===== src/rtl/gsensor_pkg.sv =====
// Shared constants for the ADXL345 G-sensor reader: register map, config
// values, command bit positions and FSM state encodings.
package gsensor_pkg;

  localparam logic [7:0] REG_DATA_FORMAT = 8'h31;
  localparam logic [7:0] REG_POWER_CTL   = 8'h2D;
  localparam logic [7:0] REG_DATAX0      = 8'h32;

  localparam logic [7:0] CFG_DATA_FORMAT = 8'h00;
  localparam logic [7:0] CFG_POWER_CTL   = 8'h08;

  localparam int unsigned CMD_RW_BIT = 7;
  localparam int unsigned CMD_MB_BIT = 6;

  typedef enum logic [2:0] {
    INIT_FMT,
    INIT_PWR,
    WAIT,
    READ,
    GAP
  } gsensor_state_e;

  typedef enum logic [1:0] {
    X_IDLE,
    X_LEAD,
    X_LOW,
    X_HIGH
  } xfer_state_e;

  function automatic logic [7:0] spi_cmd(input logic rd, input logic mb,
                                         input logic [7:0] addr);
    logic [7:0] c;
    c             = addr;
    c[CMD_RW_BIT] = rd;
    c[CMD_MB_BIT] = mb;
    return c;
  endfunction

endpackage


===== src/rtl/spi_mode3_xfer.sv =====
// One SPI mode-3 transaction of up to 24 bits, MSB first, tx word left-aligned.
// done_o is high in the final cycle, so the rx word is complete as CS_n rises.
module spi_mode3_xfer
  import gsensor_pkg::*;
#(
  parameter int unsigned SCLK_HALF = 25
) (
  input  logic        clk,
  input  logic        reset,
  input  logic        start_i,
  input  logic [4:0]  nbits_i,
  input  logic [23:0] tx_i,
  output logic        busy_o,
  output logic        done_o,
  output logic [23:0] rx_o,
  output logic        cs_n_o,
  output logic        sclk_o,
  output logic        mosi_o,
  input  logic        miso_i
);

  xfer_state_e st_q;
  logic [7:0]  hcnt_q;
  logic [4:0]  bit_q;
  logic [4:0]  nbits_q;
  logic [23:0] tx_q;
  logic [23:0] rx_q;
  logic        cs_n_q;
  logic        sclk_q;
  logic        mosi_q;
  logic        half_end;
  logic        last_bit;

  assign half_end = (hcnt_q == 8'(SCLK_HALF - 1));
  assign last_bit = (bit_q == nbits_q);

  assign busy_o = (st_q != X_IDLE);
  assign done_o = (st_q == X_HIGH) && half_end && last_bit;
  assign rx_o   = rx_q;
  assign cs_n_o = cs_n_q;
  assign sclk_o = sclk_q;
  assign mosi_o = mosi_q;

  always_ff @(posedge clk or posedge reset) begin
    if (reset) begin
      st_q    <= X_IDLE;
      hcnt_q  <= '0;
      bit_q   <= '0;
      nbits_q <= '0;
      tx_q    <= '0;
      rx_q    <= '0;
      cs_n_q  <= 1'b1;
      sclk_q  <= 1'b1;
      mosi_q  <= 1'b0;
    end else begin
      unique case (st_q)
        X_IDLE: begin
          if (start_i) begin
            tx_q    <= tx_i;
            nbits_q <= nbits_i;
            bit_q   <= '0;
            hcnt_q  <= '0;
            rx_q    <= '0;
            cs_n_q  <= 1'b0;
            mosi_q  <= tx_i[23];
            st_q    <= X_LEAD;
          end
        end
        X_LEAD: begin
          if (half_end) begin
            hcnt_q <= '0;
            sclk_q <= 1'b0;
            st_q   <= X_LOW;
          end else begin
            hcnt_q <= hcnt_q + 8'd1;
          end
        end
        X_LOW: begin
          if (half_end) begin
            hcnt_q <= '0;
            sclk_q <= 1'b1;
            rx_q   <= {rx_q[22:0], miso_i};
            bit_q  <= bit_q + 5'd1;
            st_q   <= X_HIGH;
          end else begin
            hcnt_q <= hcnt_q + 8'd1;
          end
        end
        X_HIGH: begin
          if (half_end) begin
            hcnt_q <= '0;
            if (last_bit) begin
              cs_n_q <= 1'b1;
              st_q   <= X_IDLE;
            end else begin
              // First bit was presented at CS_n assertion; later bits shift out here.
              sclk_q <= 1'b0;
              mosi_q <= tx_q[22];
              tx_q   <= {tx_q[22:0], 1'b0};
              st_q   <= X_LOW;
            end
          end else begin
            hcnt_q <= hcnt_q + 8'd1;
          end
        end
        default: st_q <= X_IDLE;
      endcase
    end
  end

endmodule


===== src/rtl/gsensor_spi_reader.sv =====
// ADXL345 reader: configures the sensor once, then polls the X axis every
// SAMPLE_PERIOD clocks and presents a 10-bit two's complement sample.
module gsensor_spi_reader
  import gsensor_pkg::*;
#(
  parameter int unsigned SCLK_HALF     = 25,
  parameter int unsigned SAMPLE_PERIOD = 500000
) (
  input  logic       clk,
  input  logic       reset,
  output logic       spi_cs_n,
  output logic       spi_sclk,
  output logic       spi_mosi,
  input  logic       spi_miso,
  output logic [9:0] accel_data,
  output logic       data_valid,
  output logic       init_done
);

  localparam int unsigned GAP_CYC = 2 * SCLK_HALF;
  localparam int unsigned GW      = $clog2(GAP_CYC);
  localparam int unsigned PW      = $clog2(SAMPLE_PERIOD);

  gsensor_state_e st_q;
  logic           launched_q;
  logic           start_q;
  logic           first_q;
  logic [GW-1:0]  gap_q;
  logic [PW-1:0]  per_q;
  logic [9:0]     accel_q;
  logic           valid_q;
  logic           init_q;

  logic           x_busy;
  logic           x_done;
  logic [23:0]    x_rx;
  logic [23:0]    tx_w;
  logic [4:0]     nbits_w;
  logic           gap_ok;
  logic           per_ok;
  logic           read_go;
  logic           unused_rx;

  assign gap_ok    = (gap_q == GW'(GAP_CYC - 1));
  assign per_ok    = (per_q == PW'(SAMPLE_PERIOD - 1));
  assign read_go   = gap_ok && (((st_q == GAP) && (first_q || per_ok)) ||
                                ((st_q == WAIT) && per_ok));
  assign unused_rx = ^{x_rx[23:16], x_rx[7:2]};

  assign accel_data = accel_q;
  assign data_valid = valid_q;
  assign init_done  = init_q;

  always_comb begin
    tx_w    = {spi_cmd(1'b1, 1'b1, REG_DATAX0), 16'h0000};
    nbits_w = 5'd24;
    unique case (st_q)
      INIT_FMT: begin
        tx_w    = {spi_cmd(1'b0, 1'b0, REG_DATA_FORMAT), CFG_DATA_FORMAT, 8'h00};
        nbits_w = 5'd16;
      end
      INIT_PWR: begin
        tx_w    = {spi_cmd(1'b0, 1'b0, REG_POWER_CTL), CFG_POWER_CTL, 8'h00};
        nbits_w = 5'd16;
      end
      default: ;
    endcase
  end

  always_ff @(posedge clk or posedge reset) begin
    if (reset) begin
      st_q       <= INIT_FMT;
      launched_q <= 1'b0;
      start_q    <= 1'b0;
      first_q    <= 1'b1;
      gap_q      <= '0;
      per_q      <= '0;
      accel_q    <= '0;
      valid_q    <= 1'b0;
      init_q     <= 1'b0;
    end else begin
      start_q <= 1'b0;
      valid_q <= 1'b0;
      // Gap only accumulates while CS_n is high, including the cycles after reset.
      if (!x_busy && !start_q && !gap_ok) gap_q <= gap_q + 1'b1;
      if (!per_ok) per_q <= per_q + 1'b1;

      unique case (st_q)
        INIT_FMT, INIT_PWR: begin
          if (!launched_q) begin
            if (gap_ok) begin
              start_q    <= 1'b1;
              launched_q <= 1'b1;
              gap_q      <= '0;
            end
          end else if (x_done) begin
            launched_q <= 1'b0;
            if (st_q == INIT_PWR) begin
              init_q <= 1'b1;
              st_q   <= GAP;
            end else begin
              st_q <= INIT_PWR;
            end
          end
        end
        READ: begin
          if (x_done) begin
            accel_q <= {x_rx[1:0], x_rx[15:8]};
            valid_q <= 1'b1;
            st_q    <= GAP;
          end
        end
        GAP: begin
          if (gap_ok && !first_q && !per_ok) st_q <= WAIT;
        end
        WAIT: ;
        default: st_q <= INIT_FMT;
      endcase

      if (read_go) begin
        start_q <= 1'b1;
        gap_q   <= '0;
        per_q   <= '0;
        first_q <= 1'b0;
        st_q    <= READ;
      end
    end
  end

  spi_mode3_xfer #(
    .SCLK_HALF(SCLK_HALF)
  ) u_xfer (
    .clk     (clk),
    .reset   (reset),
    .start_i (start_q),
    .nbits_i (nbits_w),
    .tx_i    (tx_w),
    .busy_o  (x_busy),
    .done_o  (x_done),
    .rx_o    (x_rx),
    .cs_n_o  (spi_cs_n),
    .sclk_o  (spi_sclk),
    .mosi_o  (spi_mosi),
    .miso_i  (spi_miso)
  );

endmodule


===== config.mk =====
export PLATFORM = sky130hd
export DESIGN_NAME = gsensor_spi_reader
export DESIGN_NICKNAME = d
export VERILOG_FILES = /design/src/rtl/gsensor_pkg.sv /design/src/rtl/spi_mode3_xfer.sv /design/src/rtl/gsensor_spi_reader.sv
export SDC_FILE = /design/constraint.sdc
export NUM_CORES = 1
export LEC_CHECK = 0
export ABC_CLOCK_PERIOD_IN_PS = 7310
export CAP_MARGIN = 20
export CORE_UTILIZATION = 40
export DETAILED_ROUTE_END_ITERATION = 7
export GPL_TIMING_DRIVEN = 0
export SYNTH_ARGS = -nofsm -noshare
export SYNTH_HDL_FRONTEND = slang
export SYNTH_SLANG_ARGS = --single-unit
export TNS_END_PERCENT = 30

===== constraint.sdc =====
create_clock -name clk -period 7.31 [get_ports clk]
set_input_delay 1.462 -clock clk [delete_from_list [all_inputs] [get_ports clk]]
set_output_delay 1.462 -clock clk [all_outputs]
set_load 0.005 [all_outputs]

Word level (Yosys, flattened, before mapping)

Cells that the tools add are included.

Reduce and logical (&&, ||, !) cells: 33
Multiplexer cells: 56
$add $sub $neg: 4
Equal/unequal tests: 23

Operators by type and width:

| kind                    | number |
|---|---|
| $mux W23                | 3 |
| $pmux W24 S2            | 1 |
| $pmux W23 S2            | 1 |
| $mux W19                | 2 |
| $mux W16                | 2 |
| $pmux W16 S2            | 1 |
| $mux W6                 | 5 |
| $add A19 B1 Y19 const B | 1 |
| $eq A19 B19 Y1 const B  | 1 |
| $mux W1                 | 18 |
| $mux W3                 | 6 |
| $mux W8                 | 2 |
| $pmux W8 S2             | 1 |
| $reduce_and A4 Y1       | 4 |
| $pmux W3 S4             | 1 |
| $mux W2                 | 5 |
| $mux W5                 | 2 |
| $ne A2 B1 Y1 const B    | 5 |
| $pmux W5 S2             | 1 |
| $reduce_and A5 Y1       | 2 |
| $logic_and A1 B1 Y1     | 9 |
| $add A8 B1 Y8 const B   | 1 |
| $eq A8 B5 Y1 const B    | 1 |
| $pmux W2 S4             | 1 |
| other kinds (25)        | 40 |

Input bits: 3
Logic and storage cells: 134
Register bits: 105
Output and inout bits: 15

Depth between registers and ports, before layout

Depth in word-level cells: 9
Mapped depth: 8
Depth with buffers taken out: 7

Cells and area by module

From an unflattened synthesis, not the netlist that was laid out.

Cell total of the unflattened synthesis: 504
Area, all modules: 5484.0 um^2

By module, submodules not included:

| module             | cells an instance | area an instance (um^2) | instances |
|---|---|---|---|
| spi_mode3_xfer     | 301               | 3246.9                  | 1 |
| gsensor_spi_reader | 203               | 2237.1                  | 1 |

Worst setup path before layout

Ideal clock, no wire load.

Path type: register to register
From: reg per_q[0]
To: reg per_q[15]
Required time: 7232 ps
Path buffers: 1
Library setup time: 78 ps
Stages on the path, launching flop included: 8
Slack: 5326 ps
Arrival: 1907 ps
Path through: dfrtp_1 -> ha_1 -> and4_1 -> clkbuf_1 -> nand2_1 -> o211ai_1 -> or4_1 -> a21oi_1

Word-level cells in the longest chain between the ends: 6

RTL lines:

| what                                                    | line                     | source |
|---|---|---|
| start: declaration                                      | gsensor_spi_reader.sv:29 | `logic [PW-1:0] per_q;` |
| start signal: assignment                                | gsensor_spi_reader.sv:86 | `if (!per_ok) per_q <= per_q + 1'b1;` |
| branches (longest 6 deep; another with $add A19 B1 Y19) | --                       |  |

Several ways; the timed one is not identified. The select of a mux whose other input is x is not followed.
A chain may end at the register's enable or synchronous reset.

Final worst setup path

From: reg u_xfer.sclk_q, in the netlist u_xfer.sclk_o
To: out spi_sclk

RTL lines:

| what                     | line                     | source |
|---|---|---|
| start: declaration       | spi_mode3_xfer.sv:29     | `logic sclk_q;` |
| start signal: assignment | spi_mode3_xfer.sv:53     | `sclk_q <= 1'b1;` |
| start signal: assignment | spi_mode3_xfer.sv:72     | `sclk_q <= 1'b0;` |
| start signal: assignment | spi_mode3_xfer.sv:81     | `sclk_q <= 1'b1;` |
| end: declaration         | gsensor_spi_reader.sv:12 | `output logic spi_sclk,` |

No word-level cell between the ends.

==> results.toml <==
[final_layout]
nNetsFinal = 477
fill_cells = 984
finalNonFillerCells = 607
diodes = 0
utilization = 0.465
syn_to_final_growth_pct = 12.5
drive_gt1_frac = 0.0955

[logic_synthesis]
ys_seq_elements = 91
synth_seq_area_share = 0.534
synth.cell_area_mm2 = 0.00427
post_synth_num_cell_types = 53
postSynthCellCount = 438
synth-async-reset-ratio = 1.00
synth-edff-count = 0
synth-main-ff-cell = "dfrtp_1"
yosysMostFrequentCell = "dfrtp_1"
yosys.area.top_type_share = 0.516
synthTopCellsByCount = "88 x dfrtp_1, 77 x nand2_1, 47 x o21ai_0"
synthTopCellsByArea = "dfrtp_1 52%, nand2_1 6.8%, o21ai_0 5.5%"
yosys.area.top_type = "dfrtp_1"
synthesis.nets = 448
yosys_warnings = 0
syn_area_per_cell_um2 = 9.75

[floorplanning]
dieWidth_um = 105
core_area_mm2 = 0.0103
die_h_um = 105
io_pins = 18
die_area_mm2 = 0.0111
rows = 37
start_util = 0.414

[sta]
min_period_ns = 2.90
setup_violations = 0
timing.setup.tns_ns = 0
fmax_mhz = 345
clock_skew_ns = 0.0166
tightest_slew_ns = 0.593
whs_ns = 0.456
grt_setup_unrepaired = "no"
slew_headroom = 0.602
timing.final.max_slew_violations = 0
period_share = 0.396
finalHoldViolations = 0

[drt]
num_vias = 3131
remaining_drc_errors = 0
route.final.wire_length_mm = 8.04
drt-initial-drc-count = 148
drt_first_pass_iters = 7
vias_per_cell = 5.16
wire_per_inst_um = 13.3
antenna_left = 0

[critical_path]
cp-startpoint = "u_xfer.sclk_o"
slowest_delay_ns = 0.56
path_cells = "clkdlybuf4s50_1"
cp_top_family = "flip-flops"
cp_max_fo = 3
path_buf_inv = 1
required_ns = 5.85
critPathArrivalTime_ns = 1.43
worstSetupPathType = "reg -> out"
start_kind = "flop"
end_kind = "primary output"
slowest_stage = "dfstp_2"
r2r_setup_slack_ns = 4.90
r2r-start = "per_q[0]"
crit_cells = 1
worstRegToRegCells = 8

[global_routing]
grt_start_max_net_pins = 63
grt_pass1_wl_mm = 14.6
grt-ovfl-total = 0
grtUsageTotal = 0.166
antenna_found_initial = 0
grt_pass1_vias = 3087

[clock_network]
cts_setup_buffers = 0
cts-resized-gates = 0
clock-sinks = 91
hold_buffers = 0
htree_levels = 3
clock_path_buffers = 2
clk_latency_ns = 0.38
cts_made_buffers = 9
cts.clk_slew.worst_paths_ns = 0.09
cts_root_buf = "clkbuf_8"
tritoncts = "yes"

[worst_hold_path]
holdPathStages = 1
hold_start = "first_q"
hp-class = "reg -> reg"

[flow_run]
drv_cap = 0

[power_and_ir_drop]
ir_drop_mv = 0.119
powerDensity_mw_per_mm2 = 170
p_leak_nw = 2.10

[placement]
placed_cells = 592
dp_hpwl_mm = 5.52
gp_congestion = 0.790
port_buffers = 17

[status]
status = "finished, final reports clean"
-- sequential cells by signal, summed over array words and instances (netlist names), 2 cells and up --
signal / cells
st_q: 3
gap_q: 6
per_q: 19
u_xfer.rx_o: 16
u_xfer.hcnt_q: 8
u_xfer.tx_q: 12
u_xfer.bit_q: 5
accel_data: 10
u_xfer.st_q: 2
u_xfer.nbits_q: 2
-- routing by layer --
metal | part of all wire | GRT usage
met5 | 0 | 0
met4 | 0.021 | 0.0755
met3 | 0.033 | 0.0470
met2 | 0.45 | 0.258
met1 | 0.50 | 0.214
-- where the power goes --
group	total, W	switching, W	leakage (nW)	internal, W
clock	0.000302	0.000179	0.0792	0.000123
sequential	0.000503	0	1.23	0.000503
combinational	0.0000127	0.0000101	0.789	0.00000259
total	0.000818	0.000189	2.10	0.000629
-- final timing paths --
check                                  endpoint
max in group asynchronous               first_q
worst min-delay path                    first_q
worst min register to register          first_q
worst max register to register        per_q[16]
min in group asynchronous       u_xfer.tx_q[13]
worst max-delay path                   spi_sclk
-- layout by cell type, fill, tap and decap left out, types with 9 or more instances in the layout --
master,n
a21oi_1,11
clkbuf_1,12
clkbuf_8,9
clkdlybuf4s50_1,17
dfrtp_1,88
inv_1,12
mux2_2,10
nand2_1,77
nand3_1,11
nor2_1,39
o21ai_0,47
xnor2_1,13
xor2_1,13
-- cell families after synthesis --
group | share of synthesized area
fa+ha+maj | 0.0205
mux | 0.0311
simple gates | 0.221
compound gates | 0.110
flops | 0.534
xor+xnor | 0.0533
buf+inv | 0.0299
-- per-stage QoR --
stage	power (W)	setup WS [ns]	area [um^2]
floorplan	0.000520	3.49	4270
global route	0.000854	4.36	4800
global placement	0.000525	1.96	4610
CTS	0.000837	4.37	4800
detailed placement	0.000527	4.73	4640
finish	0.000818	4.41	4800
-- final cells by class --
type,instances,area [um^2],area share
clock buffer,10,128,0.0266
tap,136,170,0.0354
sequential,91,2280,0.475
timing repair buffer,18,198,0.0411
buffer,18,78.8,0.0164
multi-input combinational,316,1860,0.387
inverter,13,51.3,0.0107
clock inverter,5,37.5,0.00781
Note: power is estimated with default switching activity, not from simulation.
